## config.mk

```make
export PLATFORM = sky130hd
export DESIGN_NAME = mc_ctrl_hs_flat
export DESIGN_NICKNAME = d
export VERILOG_FILES = /design/src/rtl/mc_ctrl_hs_if.sv /design/src/rtl/mc_ctrl_hs.sv /design/src/flat_wrapper.sv
export SDC_FILE = /design/constraint.sdc
export NUM_CORES = 1
export LEC_CHECK = 0
export BUFFER_PORTS_ARGS = -buffer_cell sky130_fd_sc_hd__buf_2
export CORE_MARGIN = 2
export CORE_UTILIZATION = 51
export CTS_CLUSTER_DIAMETER = 30
export DETAILED_ROUTE_END_ITERATION = 8
export PLACE_DENSITY = 0.95
export SLEW_MARGIN = 10
export SYNTH_ARGS = -nofsm -noshare
export SYNTH_HDL_FRONTEND = slang
export SYNTH_SLANG_ARGS = --single-unit
```

## constraint.sdc

```tcl
create_clock -name clk -period 4.3 [get_ports clk]
set_input_delay 0.43 -clock clk [delete_from_list [all_inputs] [get_ports clk]]
set_output_delay 0.43 -clock clk [all_outputs]
set_load 0.02 [all_outputs]
```

## src/rtl/mc_ctrl_hs_if.sv

```systemverilog
`default_nettype none
// ============================================================================
// Module   : mc_ctrl_hs_if
// Brief    : Controller <-> datapath/memory signal bundle for mc_ctrl_hs.
// Revision : 1.0 - initial release
// ============================================================================
interface mc_ctrl_hs_if #(
    parameter int ALUCTRL_W = 4
);
    logic [5:0]           op;
    logic [5:0]           funct;
    logic                 zero;
    logic                 mem_ready;
    logic                 mem_req;
    logic                 pcen;
    logic                 memwrite;
    logic                 irwrite;
    logic                 regwrite;
    logic                 alusrca;
    logic                 iord;
    logic                 zeroext;
    logic [1:0]           memtoreg;
    logic [1:0]           regdst;
    logic [1:0]           alusrcb;
    logic [1:0]           pcsrc;
    logic [ALUCTRL_W-1:0] alucontrol;
    logic                 fault;

    modport master (
        input  op, funct, zero, mem_ready,
        output mem_req, pcen, memwrite, irwrite, regwrite, alusrca, iord,
               zeroext, memtoreg, regdst, alusrcb, pcsrc, alucontrol, fault
    );

    modport slave (
        output op, funct, zero, mem_ready,
        input  mem_req, pcen, memwrite, irwrite, regwrite, alusrca, iord,
               zeroext, memtoreg, regdst, alusrcb, pcsrc, alucontrol, fault
    );
endinterface
`default_nettype wire

```

## src/rtl/mc_ctrl_hs.sv

```systemverilog
`default_nettype none
// ============================================================================
// Module   : mc_ctrl_hs
// Brief    : Multicycle MIPS controller with memory handshake, timeout
//            watchdog and sticky FAULT. Define MC_CTRL_JAL_EN to decode JAL.
// Revision : 1.0 - initial release
// ============================================================================
module mc_ctrl_hs #(
    parameter int TIMEOUT   = 15,
    parameter int ALUCTRL_W = 4
) (
    input  wire logic     clk,
    input  wire logic     reset_n,
    mc_ctrl_hs_if.master  bus
);

    typedef enum logic [3:0] {
        ST_FETCH   = 4'd0,
        ST_DECODE  = 4'd1,
        ST_MEMADR  = 4'd2,
        ST_MEMRD   = 4'd3,
        ST_MEMWB   = 4'd4,
        ST_MEMWR   = 4'd5,
        ST_RTYPEEX = 4'd6,
        ST_RTYPEWB = 4'd7,
        ST_BREX    = 4'd8,
        ST_ADDIEX  = 4'd9,
        ST_IMMWB   = 4'd10,
        ST_JEX     = 4'd11,
        ST_ANDIEX  = 4'd12,
        ST_ORIEX   = 4'd13,
        ST_JALEX   = 4'd14,
        ST_FAULT   = 4'd15
    } state_t;

    localparam logic [5:0] c_OP_RTYPE = 6'b000000;
    localparam logic [5:0] c_OP_LW    = 6'b100011;
    localparam logic [5:0] c_OP_SW    = 6'b101011;
    localparam logic [5:0] c_OP_BEQ   = 6'b000100;
    localparam logic [5:0] c_OP_BNE   = 6'b000101;
    localparam logic [5:0] c_OP_ADDI  = 6'b001000;
    localparam logic [5:0] c_OP_ANDI  = 6'b001100;
    localparam logic [5:0] c_OP_ORI   = 6'b001101;
    localparam logic [5:0] c_OP_J     = 6'b000010;
`ifdef MC_CTRL_JAL_EN
    localparam logic [5:0] c_OP_JAL   = 6'b000011;
`endif

    localparam logic [5:0] c_FN_ADD = 6'b100000;
    localparam logic [5:0] c_FN_SUB = 6'b100010;
    localparam logic [5:0] c_FN_AND = 6'b100100;
    localparam logic [5:0] c_FN_OR  = 6'b100101;
    localparam logic [5:0] c_FN_SLT = 6'b101010;

    localparam logic [3:0] c_ALU_ADD = 4'b0000;
    localparam logic [3:0] c_ALU_SUB = 4'b0010;
    localparam logic [3:0] c_ALU_AND = 4'b0100;
    localparam logic [3:0] c_ALU_OR  = 4'b0101;
    localparam logic [3:0] c_ALU_SLT = 4'b1010;

    // TIMEOUT=0 would give a zero-width counter; keep one bit so it still elaborates.
    localparam int             c_CNT_W = (TIMEOUT > 0) ? $clog2(TIMEOUT + 1) : 1;
    localparam logic [c_CNT_W-1:0] c_TMO = c_CNT_W'(TIMEOUT);

    state_t             r_state;
    state_t             w_next;
    logic [c_CNT_W-1:0] r_cnt;

    logic       w_memst;
    logic       w_timeout;
    logic       w_pcwrite;
    logic       w_branch;
    logic       w_bne;
    logic       w_mem_req;
    logic       w_memwrite;
    logic       w_irwrite;
    logic       w_regwrite;
    logic       w_alusrca;
    logic       w_iord;
    logic       w_zeroext;
    logic [1:0] w_memtoreg;
    logic [1:0] w_regdst;
    logic [1:0] w_alusrcb;
    logic [1:0] w_pcsrc;
    logic [3:0] w_aluctl;
    logic       w_fault;

    assign w_memst   = (r_state == ST_FETCH) || (r_state == ST_MEMRD) || (r_state == ST_MEMWR);
    assign w_timeout = (TIMEOUT != 0) && w_memst && !bus.mem_ready && (r_cnt == c_TMO);
    assign w_bne     = (bus.op == c_OP_BNE);

    always_ff @(posedge clk or negedge reset_n) begin
        if (!reset_n) begin
            r_state <= ST_FETCH;
        end else begin
            r_state <= w_next;
        end
    end

    // Counter only runs while stalled inside one memory state; any move or completion restarts it.
    always_ff @(posedge clk or negedge reset_n) begin
        if (!reset_n) begin
            r_cnt <= '0;
        end else if (!w_memst || bus.mem_ready || (w_next != r_state)) begin
            r_cnt <= '0;
        end else begin
            r_cnt <= r_cnt + c_CNT_W'(1);
        end
    end

    always_comb begin
        w_next     = r_state;
        w_mem_req  = 1'b0;
        w_pcwrite  = 1'b0;
        w_branch   = 1'b0;
        w_memwrite = 1'b0;
        w_irwrite  = 1'b0;
        w_regwrite = 1'b0;
        w_alusrca  = 1'b0;
        w_iord     = 1'b0;
        w_zeroext  = 1'b0;
        w_memtoreg = 2'd0;
        w_regdst   = 2'd0;
        w_alusrcb  = 2'd0;
        w_pcsrc    = 2'd0;
        w_aluctl   = c_ALU_ADD;
        w_fault    = 1'b0;

        case (r_state)
            ST_FETCH: begin
                w_mem_req = 1'b1;
                w_alusrcb = 2'd1;
                w_irwrite = bus.mem_ready;
                w_pcwrite = bus.mem_ready;
                if (bus.mem_ready) w_next = ST_DECODE;
            end
            ST_DECODE: begin
                w_alusrcb = 2'd3;
                case (bus.op)
                    c_OP_LW, c_OP_SW:   w_next = ST_MEMADR;
                    c_OP_RTYPE:         w_next = ST_RTYPEEX;
                    c_OP_BEQ, c_OP_BNE: w_next = ST_BREX;
                    c_OP_ADDI:          w_next = ST_ADDIEX;
                    c_OP_ANDI:          w_next = ST_ANDIEX;
                    c_OP_ORI:           w_next = ST_ORIEX;
                    c_OP_J:             w_next = ST_JEX;
`ifdef MC_CTRL_JAL_EN
                    c_OP_JAL:           w_next = ST_JALEX;
`endif
                    default:            w_next = ST_FAULT;
                endcase
            end
            ST_MEMADR: begin
                w_alusrca = 1'b1;
                w_alusrcb = 2'd2;
                w_next    = (bus.op == c_OP_SW) ? ST_MEMWR : ST_MEMRD;
            end
            ST_MEMRD: begin
                w_mem_req = 1'b1;
                w_iord    = 1'b1;
                if (bus.mem_ready) w_next = ST_MEMWB;
            end
            ST_MEMWB: begin
                w_regwrite = 1'b1;
                w_memtoreg = 2'd1;
                w_next     = ST_FETCH;
            end
            ST_MEMWR: begin
                w_mem_req  = 1'b1;
                w_iord     = 1'b1;
                w_memwrite = 1'b1;
                if (bus.mem_ready) w_next = ST_FETCH;
            end
            ST_RTYPEEX: begin
                w_alusrca = 1'b1;
                w_next    = ST_RTYPEWB;
                case (bus.funct)
                    c_FN_ADD: w_aluctl = c_ALU_ADD;
                    c_FN_SUB: w_aluctl = c_ALU_SUB;
                    c_FN_AND: w_aluctl = c_ALU_AND;
                    c_FN_OR:  w_aluctl = c_ALU_OR;
                    c_FN_SLT: w_aluctl = c_ALU_SLT;
                    default:  w_next   = ST_FAULT;
                endcase
            end
            ST_RTYPEWB: begin
                w_regwrite = 1'b1;
                w_regdst   = 2'd1;
                w_next     = ST_FETCH;
            end
            ST_BREX: begin
                w_alusrca = 1'b1;
                w_aluctl  = c_ALU_SUB;
                w_pcsrc   = 2'd1;
                w_branch  = 1'b1;
                w_next    = ST_FETCH;
            end
            ST_ADDIEX: begin
                w_alusrca = 1'b1;
                w_alusrcb = 2'd2;
                w_next    = ST_IMMWB;
            end
            ST_ANDIEX: begin
                w_alusrca = 1'b1;
                w_alusrcb = 2'd2;
                w_zeroext = 1'b1;
                w_aluctl  = c_ALU_AND;
                w_next    = ST_IMMWB;
            end
            ST_ORIEX: begin
                w_alusrca = 1'b1;
                w_alusrcb = 2'd2;
                w_zeroext = 1'b1;
                w_aluctl  = c_ALU_OR;
                w_next    = ST_IMMWB;
            end
            ST_IMMWB: begin
                w_regwrite = 1'b1;
                w_next     = ST_FETCH;
            end
            ST_JEX: begin
                w_pcsrc   = 2'd2;
                w_pcwrite = 1'b1;
                w_next    = ST_FETCH;
            end
`ifdef MC_CTRL_JAL_EN
            // PC already holds PC+4 here, so the link write takes the old PC value.
            ST_JALEX: begin
                w_regwrite = 1'b1;
                w_regdst   = 2'd2;
                w_memtoreg = 2'd2;
                w_pcsrc    = 2'd2;
                w_pcwrite  = 1'b1;
                w_next     = ST_FETCH;
            end
`endif
            ST_FAULT: begin
                w_fault = 1'b1;
                w_next  = ST_FAULT;
            end
            default: begin
                w_next = ST_FAULT;
            end
        endcase

        if (w_timeout) w_next = ST_FAULT;
    end

    assign bus.mem_req    = w_mem_req;
    assign bus.pcen       = w_pcwrite | (w_branch & (bus.zero ^ w_bne));
    assign bus.memwrite   = w_memwrite;
    assign bus.irwrite    = w_irwrite;
    assign bus.regwrite   = w_regwrite;
    assign bus.alusrca    = w_alusrca;
    assign bus.iord       = w_iord;
    assign bus.zeroext    = w_zeroext;
    assign bus.memtoreg   = w_memtoreg;
    assign bus.regdst     = w_regdst;
    assign bus.alusrcb    = w_alusrcb;
    assign bus.pcsrc      = w_pcsrc;
    assign bus.alucontrol = ALUCTRL_W'(w_aluctl);
    assign bus.fault      = w_fault;

endmodule
`default_nettype wire

```

## src/flat_wrapper.sv

```systemverilog
// flat-port wrapper written by rule: the top's interface ports become plain ports
module mc_ctrl_hs_flat 
#(
    parameter int TIMEOUT   = 15,
    parameter int ALUCTRL_W = 4
)
  (clk, reset_n, bus_op, bus_funct, bus_zero, bus_mem_ready, bus_mem_req, bus_pcen, bus_memwrite, bus_irwrite, bus_regwrite, bus_alusrca, bus_iord, bus_zeroext, bus_memtoreg, bus_regdst, bus_alusrcb, bus_pcsrc, bus_alucontrol, bus_fault);
  mc_ctrl_hs_if #(.ALUCTRL_W(ALUCTRL_W)) bus_i ();
  input  wire logic clk;
  input  wire logic reset_n;
  input wire logic [$bits(bus_i.op)-1:0] bus_op;
  input wire logic [$bits(bus_i.funct)-1:0] bus_funct;
  input wire logic [$bits(bus_i.zero)-1:0] bus_zero;
  input wire logic [$bits(bus_i.mem_ready)-1:0] bus_mem_ready;
  output wire logic [$bits(bus_i.mem_req)-1:0] bus_mem_req;
  output wire logic [$bits(bus_i.pcen)-1:0] bus_pcen;
  output wire logic [$bits(bus_i.memwrite)-1:0] bus_memwrite;
  output wire logic [$bits(bus_i.irwrite)-1:0] bus_irwrite;
  output wire logic [$bits(bus_i.regwrite)-1:0] bus_regwrite;
  output wire logic [$bits(bus_i.alusrca)-1:0] bus_alusrca;
  output wire logic [$bits(bus_i.iord)-1:0] bus_iord;
  output wire logic [$bits(bus_i.zeroext)-1:0] bus_zeroext;
  output wire logic [$bits(bus_i.memtoreg)-1:0] bus_memtoreg;
  output wire logic [$bits(bus_i.regdst)-1:0] bus_regdst;
  output wire logic [$bits(bus_i.alusrcb)-1:0] bus_alusrcb;
  output wire logic [$bits(bus_i.pcsrc)-1:0] bus_pcsrc;
  output wire logic [$bits(bus_i.alucontrol)-1:0] bus_alucontrol;
  output wire logic [$bits(bus_i.fault)-1:0] bus_fault;
  assign bus_i.op = bus_op;
  assign bus_i.funct = bus_funct;
  assign bus_i.zero = bus_zero;
  assign bus_i.mem_ready = bus_mem_ready;
  assign bus_mem_req = bus_i.mem_req;
  assign bus_pcen = bus_i.pcen;
  assign bus_memwrite = bus_i.memwrite;
  assign bus_irwrite = bus_i.irwrite;
  assign bus_regwrite = bus_i.regwrite;
  assign bus_alusrca = bus_i.alusrca;
  assign bus_iord = bus_i.iord;
  assign bus_zeroext = bus_i.zeroext;
  assign bus_memtoreg = bus_i.memtoreg;
  assign bus_regdst = bus_i.regdst;
  assign bus_alusrcb = bus_i.alusrcb;
  assign bus_pcsrc = bus_i.pcsrc;
  assign bus_alucontrol = bus_i.alucontrol;
  assign bus_fault = bus_i.fault;
  mc_ctrl_hs #(.TIMEOUT(TIMEOUT), .ALUCTRL_W(ALUCTRL_W)) u_core (.clk(clk), .reset_n(reset_n), .bus(bus_i));
endmodule
```

==> impl_metrics.toml, run 1 <==
[status]
status = "finished clean"

[timing]
slew_headroom_pct = 60.9
min_period_ns = 2.37
hold_slack_ns = 0.00887
slew_violations = 0
setup_viol = 0
max_freq_ghz = 0.422
tightest_slew_ns = 0.587
skew_ns = 0.00391
tns_ns = 0
post-route-period-util_pct = 55.2
rsz0062_at_grt = "no"
hold_viol_final = 0

[finish]
layout.cells.most_common = "buf_2"
n_antenna_cell = 0
drive_gt1_share_pct = 27.0
layout_common_cells = "34 x buf_2, 19 x nor2_1, 9 x nor3_1"
num-nets-final = 171
area_growth_pct = 16.3
num-fill-cells = 154

[route]
drt-pass1-iter-count = 4
via_per_inst = 5.64
via_count = 998
drt-total-wl_um = 2310
routedWlPerCell_um = 13.0
drt_iter0_drc = 30
drc = 0
ant_nets = 0

[cts]
insertion_delay_ns = 0.25
cts_hold_buf = 0
cts_buffer_depth = 2
cts.clk_slew.worst_paths_ns = 0.05
cts_sinks = 8
h-tree-depth = 1
post_cts_resized = 0
clock-root-buffer = "clkbuf_4"
cts_tree = "done"
numCtsBuffers = 3
post_cts_buffers = 0

[synthesis]
synthArstFlopShare_pct = 100
ys.warnings.count = 0
synth_flop_cell = "dfrtp_1"
netlist_area_um2 = 921
seq_area_frac_synth_pct = 21.7
synth_edf_count = 0
ys_ff_latch = 8
synth_cell_types = 47
syn_inst = 126
syn_area_per_cell_um2 = 7.31

[worst_hold_path]
hold_class = "in2async"

[global_routing]
grt_use_met1_pct = 32.0
grt.overflow.total = 0
grt_max_degree = 21
grt.total_usage_pct = 23.2
grt_use_met3_pct = 3.14
busiest_layer = "met2"
antenna_found_initial = 0
grt_pass1_wl_um = 3640
grt_pass1_vias = 844
use_met2_pct = 36.9

[floorplan]
rows = 15
die_x_um = 46.5
core_area_um2 = 1710
die_y_um = 46.5
pin_count = 37
die_area_um2 = 2160
start_util_pct = 53.9

[power]
ir_worst_vdd_uv = 372
leakage_uw = 0.000517
power_density_nw_per_um2 = 622

[worst_setup_path]
arrival_ns = 1.94
crit_path_end_kind = "primary output"
crit_type = "reg2out"
path_max_fanout = 20
cp-start-kind = "flip-flop"
required_ns = 3.87

[place]
io_buffers = 34
place_congestion = 0.855
dp_hpwl_um = 1800

[flow_run]
cap_violations = 0
==> worst paths after layout <==
| check | depth (start not counted) | to | startpoint | slack, ns |
|---|---|---|---|---|
| hold reg to reg | 1 | u_core.r_cnt[0] | u_core.r_cnt[0] | 0.46 |
| hold / removal | 1 | u_core.r_cnt[1] | reset_n | 0.009 |
| setup reg to reg | 4 | u_core.r_state[0] | u_core.r_state[1] | 2.58 |
| min in group clk | 1 | u_core.r_cnt[0] | u_core.r_cnt[0] | 0.46 |
| max in group asynchronous | 1 | u_core.r_cnt[0] | reset_n | 4.13 |
| setup / recovery | 5 | bus_alucontrol[3] | u_core.r_state[2] | 1.93 |
==> cell usage after synthesis, types with 4 or more instances <==
library cell	count	area share, %
buf_2	4	2.2
and3_1	4	2.7
nor2_1	19	7.7
nand3_1	4	2.2
o21ai_0	5	2.7
inv_1	4	1.6
nor3_1	9	4.9
nand2_1	7	2.9
a21oi_1	4	2.2
nand2b_1	4	2.7
dfrtp_1	8	22
nor2b_1	4	2.7
==> per-layer routing <==
metal	part of all wire (%)	wire (µm)
met4	0	0
met1	44	1020
met2	49	1130
met5	0	0
met3	6.9	160
==> state kept, by name (all words and copies together), names as in the netlist <==
name            flops
u_core.r_cnt        4
u_core.r_state      4
==> logic make-up after synthesis <==
kind of cell             Yosys count  synth area share [%]
flip-flops                         8                  21.7
other                              1                 0.407
XOR/XNOR                           5                  5.57
AND/OR/NAND/NOR                   65                  38.3
adder cells (fa/ha/maj)            2                  2.45
buffers and inverters             16                  10.1
AO/OA/AOI/OAI                     29                  21.5
==> layout make-up <==
type	count	area, µm²	share of cell area, %
Multi-Input combinational cell	103	632	59.0
Sequential cell	8	200	18.7
Timing Repair Buffer	34	170	15.9
Tap cell	25	31.3	2.92
Clock buffer	3	22.5	2.10
Inverter	4	15.0	1.40
==> through the flow <==
stage               total power, µW  instance area [µm²]  utilization [%]  instances  setup slack (ns)
floorplan                       521                  925                -        127              2.30
global placement                596                 1050             61.4        174              2.26
detailed placement              609                 1050             61.4        174              2.22
CTS                             667                 1070             62.7        177              1.94
global route                    725                 1070             62.7        177              1.77
finish                          666                 1070             62.7        177              1.93
==> critical path, cell delays in order, from the launching register on <==
cell	delay (ns)
dfrtp_1	0.70
or2b_1	0.35
nor2_1	0.22
nand4_1	0.15
nor2_1	0.10
buf_2	0.16
==> where the power goes <==
part           leakage [µW]  internal, µW  switching [µW]
clock network     0.0000138          31.8            22.9
registers          0.000105          98.5            91.5
logic              0.000399           172             250
Power figures use the tool's default switching activity.
==> inputs of run 2 (changes only) <==
- CORE_UTILIZATION: 51 -> 48
- PLACE_DENSITY: 0.95 -> 0.9
- clock period: 4.3 -> 2.25 ns (I/O delays scaled with it)
==> run 2 against run 1 <==
- first-iteration DRC count shrank 6.7%
- sequential share of layout area shrank 0.43 points
- clock-buffer cell count is the same
- critical path depth is the same
- total power grew 97%
- sequential cell count is the same
- critical path type unchanged
- largest cell class unchanged
- core utilization shrank 0.58 points
- routed wire length grew 5.4%
- clock power grew 100%
- die area grew 5.7%
==> impl_metrics.toml, run 2 (synthesized netlist as in run 1, its figures left out) <==
[flow_run]
cap_violations = 0

[cts]
numCtsBuffers = 3
cts_buffer_depth = 2
post_cts_resized = 0
cts_sinks = 8
insertion_delay_ns = 0.26
post_cts_buffers = 0
cts_tree = "done"
cts_hold_buf = 1
h-tree-depth = 1
clock-root-buffer = "clkbuf_4"
cts.clk_slew.worst_paths_ns = 0.06

[finish]
num-fill-cells = 191
largest_registers = "u_core.r_cnt (4), u_core.r_state (4)"
n_antenna_cell = 0
layout_common_cells = "34 x buf_2, 19 x nor2_1, 9 x nor3_1"
drive_gt1_share_pct = 27.7
instances_no_fill = 180
layout.cells.most_common = "buf_2"
num-nets-final = 174
area_growth_pct = 19.0

[global_routing]
grt_pass1_wl_um = 3850
grt_pass1_vias = 930
grt.total_usage_pct = 24.0
grt.overflow.total = 0
grt_max_degree = 19
antenna_found_initial = 0

[timing]
max_freq_ghz = 0.482
rsz0062_at_grt = "no"
slew_headroom_pct = 63.1
fin_ws_ns = 0.176
slew_violations = 0
min_period_ns = 2.07
skew_ns = 0.0147
hold_viol_final = 0
tightest_slew_ns = 0.554
post-route-period-util_pct = 92.2
setup_viol = 0
tns_ns = 0

[route]
ant_nets = 0
drt-pass1-iter-count = 4
drc = 0
routedWlPerCell_um = 13.5
via_per_inst = 5.83
via_count = 1049
drt_iter0_drc = 28
drt-total-wl_um = 2430

[power]
ir_worst_vdd_uv = 718
clkPwrFrac_pct = 8.4
power_density_nw_per_um2 = 1200
swShare_pct = 54.4
p_int_uw = 599
combPwrFrac_pct = 66.7
p_switching_uw = 716
power.total_uw = 1320
pwr-share-seq_pct = 25.0
leakage_uw = 0.000531

[floorplan]
rows = 15
start_util_pct = 52.2
die_y_um = 47.8
core_area_um2 = 1760
die_x_um = 47.8
die_area_um2 = 2280
pin_count = 37

[place]
dp_cells = 176
place_ws_ns = 0.478
place_congestion = 0.884
dp_hpwl_um = 1950
io_buffers = 34

[worst_setup_path]
crit_path_end_kind = "primary output"
cp-start-kind = "flip-flop"
required_ns = 2.03
path_max_fanout = 18
arrival_ns = 1.85
crit_type = "reg2out"

[status]
status = "finished clean"

[worst_hold_path]
hold_class = "in2reg"
[run 2: changes by cell type in the layout (fill, tap and decap cells not counted), sizes merged]
cell,previous run,this run
buf,34,36
dlygate4sd3,0,1
[run 2: metal layers]
layer  global-route usage, %  part of all wire (%)  vias up
li1                        -                     -      514
met1                    30.8                    41      489
met2                    40.3                    52       44
met3                    5.28                   6.6        2
met4                    7.03                  0.62        0
met5                       0                     0        -
[run 2: cell type report]
class                           instances  area, µm²  share of cell area [%]
Multi-Input combinational cell        103        632                    57.6
Sequential cell                         8        200                    18.3
Timing Repair Buffer                   37        195                    17.8
Tap cell                               25       31.3                    2.85
Clock buffer                            3       22.5                    2.05
Inverter                                4       15.0                    1.37
[run 2: through the flow]
step | area [µm²] | util [%] | hold WS (ns)
6_report | 1100 | 62.1 | 0.301
5_1_grt | 1100 | 62.1 | 0.310
4_1_cts | 1100 | 62.1 | 0.295
3_5_place_dp | 1060 | 60.3 | 0.0733
3_3_place_gp | 1060 | 60.3 | 0.0675
2_1_floorplan | 925 | - | -0.0706
[run 2: path summary, 6_finish.rpt]
path / startpoint / endpoint / slack (ns) / cells after the start
worst max-delay path: u_core.r_state[3] / bus_alucontrol[3] / 0.18 / 5
worst min-delay path: bus_mem_ready / u_core.r_state[2] / 0.30 / 2
worst max register to register: u_core.r_state[0] / u_core.r_state[0] / 0.62 / 4
worst min register to register: u_core.r_cnt[0] / u_core.r_cnt[0] / 0.46 / 1
max in group asynchronous: reset_n / u_core.r_state[0] / 1.74 / 2
min in group asynchronous: reset_n / u_core.r_state[3] / 0.33 / 2
[run 2: power by group through the flow]
| stage | registers (µW) | clock network [µW] | logic [µW] |
|---|---|---|---|
| after floorplan | 209 | 0 | 785 |
| after global routing | 340 | 121 | 967 |
| after global placement | 316 | 0 | 853 |
| after CTS | 322 | 113 | 876 |
| after detailed placement | 325 | 0 | 870 |
| final | 328 | 110 | 877 |
[run 2: worst max-delay path: stages (launching register included)]
cell,delay (ns)
dfrtp_1,0.56
or2b_1,0.36
nor2_1,0.22
nand4_1,0.17
nor2_1,0.11
buf_2,0.17
